==> src/rtl/mem_copy_engine.sv <==
`default_nettype none
// ============================================================================
//  Module   : mem_copy_engine
//  Purpose  : Bus-initiator block copy / block fill engine for the data-memory
//             port. It alternates READ and WRITE (copy) or issues back-to-back
//             WRITEs (fill). Strobes are gated by the arbiter grant.
//  Revision : 1.0  initial release
// ============================================================================
module mem_copy_engine #(
    parameter int LEN_W = 11
) (
    input  logic             clk,
    input  logic             reset,
    input  logic             start,
    input  logic [31:0]      src_addr,
    input  logic [31:0]      dst_addr,
    input  logic [LEN_W-1:0] len,
    input  logic             byte_mode,
    input  logic             fill_mode,
    input  logic [31:0]      fill_value,
    input  logic             abort,
    input  logic             bus_grant,
    input  logic [31:0]      mem_rdata,
    output logic             mem_rd,
    output logic             mem_wr,
    output logic [31:0]      mem_addr,
    output logic [31:0]      mem_wdata,
    output logic             mem_byte,
    output logic             busy,
    output logic             done,
    output logic [LEN_W-1:0] xfer_count
);

    localparam logic [1:0] c_ST_IDLE  = 2'd0;
    localparam logic [1:0] c_ST_READ  = 2'd1;
    localparam logic [1:0] c_ST_WRITE = 2'd2;
    localparam logic [1:0] c_ST_DONE  = 2'd3;

    localparam logic [LEN_W-1:0] c_LEN_ZERO = '0;
    localparam logic [LEN_W-1:0] c_LEN_ONE  = LEN_W'(1);

    logic [1:0]       r_state;
    logic [31:0]      r_src;
    logic [31:0]      r_dst;
    logic [LEN_W-1:0] r_remaining;
    logic             r_byte_mode;
    logic             r_fill_mode;
    logic [31:0]      r_fill_value;
    logic [31:0]      r_data;
    logic [LEN_W-1:0] r_xfer_count;

    logic [31:0]      w_step;
    logic [31:0]      w_fill_data;

    assign w_step      = r_byte_mode ? 32'd1 : 32'd4;
    // Byte fill only carries the low byte; upper lanes are driven as zero.
    assign w_fill_data = r_byte_mode ? {24'd0, r_fill_value[7:0]} : r_fill_value;

    // Transfer sequencer: parameter latch, data capture, pointer/count update.
    always_ff @(posedge clk) begin
        if (reset) begin
            r_state      <= c_ST_IDLE;
            r_src        <= '0;
            r_dst        <= '0;
            r_remaining  <= '0;
            r_byte_mode  <= 1'b0;
            r_fill_mode  <= 1'b0;
            r_fill_value <= '0;
            r_data       <= '0;
            r_xfer_count <= '0;
        end else begin
            case (r_state)
                c_ST_IDLE: begin
                    if (start) begin
                        r_src        <= src_addr;
                        r_dst        <= dst_addr;
                        r_remaining  <= len;
                        r_byte_mode  <= byte_mode;
                        r_fill_mode  <= fill_mode;
                        r_fill_value <= fill_value;
                        r_xfer_count <= '0;
                        if (len == c_LEN_ZERO) begin
                            r_state <= c_ST_DONE;
                        end else if (fill_mode) begin
                            r_state <= c_ST_WRITE;
                        end else begin
                            r_state <= c_ST_READ;
                        end
                    end
                end
                c_ST_READ: begin
                    if (abort) begin
                        r_state <= c_ST_IDLE;
                    end else if (bus_grant) begin
                        r_data  <= mem_rdata;
                        r_state <= c_ST_WRITE;
                    end
                end
                c_ST_WRITE: begin
                    // A granted write commits even if abort arrives with it.
                    if (bus_grant) begin
                        r_xfer_count <= r_xfer_count + c_LEN_ONE;
                        r_remaining  <= r_remaining - c_LEN_ONE;
                        r_src        <= r_src + w_step;
                        r_dst        <= r_dst + w_step;
                        if (r_remaining == c_LEN_ONE) begin
                            r_state <= c_ST_DONE;
                        end else if (!r_fill_mode) begin
                            r_state <= c_ST_READ;
                        end
                    end
                    if (abort) begin
                        r_state <= c_ST_IDLE;
                    end
                end
                c_ST_DONE: begin
                    r_state <= c_ST_IDLE;
                end
                default: begin
                    r_state <= c_ST_IDLE;
                end
            endcase
        end
    end

    // Bus outputs decoded from state; strobes gated by grant and suppressed
    // while reset is being sampled so no write lands on the reset edge.
    always_comb begin
        mem_rd     = (r_state == c_ST_READ)  && bus_grant && !reset;
        mem_wr     = (r_state == c_ST_WRITE) && bus_grant && !reset;
        mem_addr   = '0;
        mem_wdata  = '0;
        if (r_state == c_ST_READ) begin
            mem_addr = r_src;
        end else if (r_state == c_ST_WRITE) begin
            mem_addr  = r_dst;
            mem_wdata = r_fill_mode ? w_fill_data : r_data;
        end
        busy       = (r_state != c_ST_IDLE);
        mem_byte   = busy && r_byte_mode;
        done       = (r_state == c_ST_DONE) && !abort;
        xfer_count = r_xfer_count;
    end

endmodule
`default_nettype wire

==> config.mk <==
export PLATFORM = sky130hd
export DESIGN_NAME = mem_copy_engine
export DESIGN_NICKNAME = d
export VERILOG_FILES = /design/src/rtl/mem_copy_engine.sv
export SDC_FILE = /design/constraint.sdc
export NUM_CORES = 1
export LEC_CHECK = 0
export BUFFER_PORTS_ARGS = -buffer_cell sky130_fd_sc_hd__buf_4
export CELL_PAD_IN_SITES_DETAIL_PLACEMENT = 1
export CELL_PAD_IN_SITES_GLOBAL_PLACEMENT = 1
export CORE_MARGIN = 3
export CORE_UTILIZATION = 41
export CTS_BUF_LIST = sky130_fd_sc_hd__clkbuf_16
export DETAILED_ROUTE_END_ITERATION = 7
export GPL_TIMING_DRIVEN = 0
export HOLD_SLACK_MARGIN = 0.15
export PLACE_DENSITY = 0.93
export REMOVE_ABC_BUFFERS = 1
export SYNTH_ARGS = -nofsm -noshare
export SYNTH_HDL_FRONTEND = slang
export SYNTH_SLANG_ARGS = --single-unit
==> constraint.sdc <==
create_clock -name clk -period 3.55 [get_ports clk]
set_input_delay 0.355 -clock clk [delete_from_list [all_inputs] [get_ports clk]]
set_output_delay 0.355 -clock clk [all_outputs]
set_load 0.05 [all_outputs]
; Word-level counts from Yosys, hierarchy flattened
; Index checks and enable logic that the tools add are counted.
[totals]
word_cells = 68
out_inout_bits = 80
inputBits = 146
regBits = 154
[op_classes]
reduce_logical = 16
n_bitwise = 1
n_eq_ne = 9
add_sub_neg = 4
muxes = 29
[ops]
columns = op, count
row1 = 32-bit two-way mux, 10
row2 = 32-bit case mux with 2 select lines, 2
row3 = 32-bit by 3-bit adder with 32-bit output, 2
row4 = 11-bit two-way mux, 4
row5 = 11-bit case mux with 2 select lines, 2
row6 = 2-bit two-way mux, 9
row7 = 11-bit by 1-bit adder with 11-bit output (second input constant), 1
row8 = 11-bit by 1-bit == test with 1-bit output (second input constant), 1
row9 = 11-bit logical NOT, 1
row10 = 11-bit by 1-bit subtractor with 11-bit output (second input constant), 1
row11 = 2-bit case mux with 4 select lines, 1
row12 = 1-bit logical AND, 6
row13 = 3-bit != test (second input constant), 2
row14 = 3-bit AND reduction, 2
row15 = 2-bit == test (second input constant), 2
row16 = 2-bit != test (second input constant), 2
row17 = 4-bit != test (second input constant), 1
row18 = 4-bit AND reduction, 1
row19 = 2-bit nonzero test, 2
row20 = 3-bit two-way mux, 1
row21 = 2-bit by 1-bit == test with 1-bit output (second input constant), 1
row22 = 1-bit logical NOT, 2
row23 = 2-bit logical NOT, 1
row24 = 2-bit AND reduction, 1
row25 = 1-bit inverter, 1

; Logic depth before layout (Yosys ltp)
[depth]
depth_word = 5
mapped_depth = 9

; Worst setup path before layout
; Ideal clock, no wire load.
[synth_path]
kind = reg2out
from = register r_state[1]
to = output mem_addr[15]
slack_ns = 0.967
stages_incl_launch_ff = 7
arrival_time_ns = 2.228
path_cell_list = dfxtp_1 buf_2 nand2b_1 buf_2 clkbuf_1 clkbuf_1 o21ai_0
[synth_between]
elab_chain_len = 3
word_cells_on_any_way = 4
classes_between = 2 x eq/ne / 2 x mux
[synth_lines]
columns = item, line_no
row1 = "start, declared", 42  ; logic [1:0] r_state;
row2 = "start signal, assigned", 62  ; r_state <= c_ST_IDLE;
row3 = "start signal, assigned", 83  ; r_state <= c_ST_DONE;
row4 = "start signal, assigned", 85  ; r_state <= c_ST_WRITE;
row5 = 2-bit == test, 135  ; end else if (r_state == c_ST_WRITE) begin
row6 = 32-bit two-way mux, 135
row7 = 32-bit two-way mux (*), 133  ; if (r_state == c_ST_READ) begin
row8 = "end, declared", 26  ; output logic [31:0] mem_addr,
; Mark *: on every way between the ends. The rest lies on a longest branch, timed or not.

; Worst setup path after layout
[layout_path]
from = register r_state[1]
to = output mem_addr[22]
; Same word-level chain as after synthesis.

==> run summary <==
Status: finished clean
Vias in the first global route: 9891
Worst slew pin tran: 0.9231 ns
Reg-to-reg endpoint: r_dst[28]$_SDFFE_PP0P_
Row count: 52
Max cap viols: 0
Peak VDD IR: 303.3 uV
Clock sink count: 154
Hold crit path type: in2reg
Top_reg_cell synth: dfxtp_1
Clk buf depth: 2
N_diodes: 0
Sequential share of the synthesized area: 0.3608
Die area: 0.02261 sq mm
CTS tree: done
Largest net degree at the start of global routing: 91
Total Routing Usage GR: 0.2859
DP HPWL: 22210 um
Port bufs: 225
First-pass GRT wire length: 52070 um
Worst Path Arrival: 2.91 ns
RSZ-0062 raised after global routing: no
Ys async rst share: 0
Fin Hold WS: 0.1631 ns
DR DRC count: 0
EDFF count, synth: 0
Pwr Density: 552.8 mW/mm^2
Register bit total from synthesis: 154
Clock transition at path regs: 0.07 ns
Worst Clk Skew: 0.01284 ns
Top cells by area, synth: dfxtp_1 36%, nand2_1 10%, a21oi_1 7.3%
Post-synth top area share: 0.3608
Fill cells: 2550
CP Launch Type: register
TritonCTS Buffers: 17
Footprint of the multi-input gates: 0.005090 sq mm
Area leader, netlist: dfxtp_1
Core footprint: 0.02036 sq mm
Worst relative slew slack: 0.3824
R2R Setup Slk: 0.29 ns
DR pass1 iterations: 5
Finished layout cell area: 0.01117 sq mm
Yosys cell types: 65
DR iter-0 viols: 671
Fin crit period: 3.268 ns
WL per Instance: 20.34 um
Peak Freq: 306.0 MHz
Cell Area, Synth: 0.008546 sq mm
Total grt overflow: 0
Area after DPL: 0.01047 sq mm
Register Area: 0.003084 sq mm
Crit-path slowest cell: nor2b_4
Crit path largest cell delay: 0.79 ns
Final nets: 1487
Die width: 150.4 um
H-tree Lvls: 4
Total number of vias: 9790
Crit path to: mem_addr[22]
Synthesis Warnings: 0
Worst Setup SP: r_state[1]$_SDFFE_PP0P_
Avg Inst Size Synth: 7.317 sq um
Vias per inst: 6.062
Routed Antenna Nets: 0
Reg-to-reg critical path startpoint: r_byte_mode$_SDFFE_PP0P_
Hold Vio Cnt, Final: 0
Commonest cells in the netlist: 229 x nand2_1, 154 x dfxtp_1, 125 x a21oi_1
Layout cells sized above 1: 0.2223
Worst Path Max Fanout: 46
CP required: 3.19 ns
Clk_lat worst skew: 0.43 ns
Placer Congestion: 0.8585
Worst reg2reg path depth: 7
I/O pins: 226
Most frequent cell after synthesis: nand2_1
Initial Utilization: 0.4196
Clock root buffer: clkbuf_16
Post-synthesis cell count: 1168
Chip Height: 150.4 um
Leakage: 4.374 nW
Fin crit share: 0.9205
Critical path class: reg2out
CP Cell Sequence: nor2b_4, buf_16, buf_12, and2_1, a21o_1, buf_4
Setup violations, final: 0
Final Max Tran Viols: 0
Drt total wl: 32850 um
Initial antenna violation count: 1
Area delta synth->final: 30.73%
Util after Layout: 0.5486
Critical Path End Type: output port
power by group:
group | total, W | switching [W] | leakage, nW | internal [W]
clock | 0.00206 | 0.000846 | 0.316 | 0.00121
sequential | 0.00223 | 0.000288 | 1.26 | 0.00195
combinational | 0.00189 | 0.00120 | 2.80 | 0.000683
total | 0.00618 | 0.00234 | 4.37 | 0.00384
repair_timing:
item / CTS / global route
buffers inserted: 0 / 4
hold buffers: 1 / 0
resized for setup: 4 / 1
pin swaps: 0 / 1
setup endpoints to repair: 18 / 18
hold endpoints to repair: 1 / 0
area by class of cell:
class / count / share of cell area
timing repair buffer: 240 / 0.1753
sequential: 154 / 0.2761
multi-input combinational: 905 / 0.4556
tap: 270 / 0.03024
clock buffer: 17 / 0.03808
inverter: 14 / 0.004816
clock inverter: 15 / 0.01994
critical path: cells and delay by family, from the launching register on:
kind	cells	cell delay [ns]
simple gates	2	1.05
buf+inv	3	0.67
compound gates	1	0.11
flops	1	0.64
per-layer routing:
| layer | vias up | routed length (um) | GRT usage |
|---|---|---|---|
| li1 | 4559 | - | - |
| met1 | 4810 | 13090 | 0.3538 |
| met2 | 345 | 16300 | 0.4853 |
| met3 | 74 | 2510 | 0.07345 |
| met4 | 2 | 930 | 0.09378 |
| met5 | - | 20 | 0 |
through the flow:
| step | cells | power (W) | worst slack (ns) | setup TNS (ns) |
|---|---|---|---|---|
| after global placement | 1568 | 0.003988 | -7.752 | -777.64 |
| after floorplan | 1073 | 0.003334 | -2.530 | -225.44 |
| after CTS | 1611 | 0.006181 | 0.02146 | 0 |
| final | 1615 | 0.006176 | 0.2821 | 0 |
| after detailed placement | 1578 | 0.004108 | -0.6599 | -10.44 |
| after global routing | 1615 | 0.006480 | 0.09314 | 0 |
layout by cell type, fill, tap and decap left out, types with 6 or more instances in the layout:
cell type,Yosys,layout
o21a_1,6,6
and2_1,14,14
buf_4,3,228
a22o_1,25,25
xnor2_1,6,6
nor3_1,21,21
and3_1,27,27
a221oi_1,7,7
a21oi_1,125,125
mux2i_1,17,17
inv_6,0,7
or4_1,9,9
a22oi_1,28,28
a31oi_1,30,30
nand4_1,25,25
o211ai_1,9,9
or3_1,6,6
o21ai_0,44,44
nor2_1,100,96
a211oi_1,12,12
ha_1,9,9
nand2_1,229,228
o22ai_1,7,7
xor2_1,6,6
a21o_1,12,12
clkbuf_16,0,17
a311oi_1,6,6
nor4_1,12,12
dfxtp_1,154,153
inv_1,11,11
nand3_1,51,51
cell families after synthesis:
family / synth area share
multiplexers: 0.02255
flip-flops: 0.3608
AO/OA/AOI/OAI: 0.2571
buffers and inverters: 0.05080
AND/OR/NAND/NOR: 0.2833
XOR/XNOR: 0.01230
adder cells (fa/ha/maj): 0.01318
flip-flops by register name (all words and copies together), names as in the netlist:
signal / flops
r_state: 2
r_data: 32
r_remaining: 11
r_byte_mode: 1
r_fill_value: 32
r_dst: 32
xfer_count: 11
r_fill_mode: 1
r_src: 32
worst min-delay path by stage:
| stage | start | cells after the start | slack, ns | endpoint |
|---|---|---|---|---|
| global route | fill_value[4] | 3 | 0.15 | r_fill_value[4]$_SDFFE_PP0P_ |
| CTS | fill_value[4] | 3 | 0.15 | r_fill_value[4]$_SDFFE_PP0P_ |
| detailed placement | r_data[18]$_SDFFE_PP0P_ | 2 | 0.45 | r_data[18]$_SDFFE_PP0P_ |
| global placement | r_data[1]$_SDFFE_PP0P_ | 2 | 0.44 | r_data[1]$_SDFFE_PP0P_ |
| finish | mem_rdata[22] | 3 | 0.16 | r_data[22]$_SDFFE_PP0P_ |
| floorplan | reset | 1 | 0.42 | r_byte_mode$_SDFFE_PP0P_ |
Note: power is estimated with default switching activity, not from simulation.
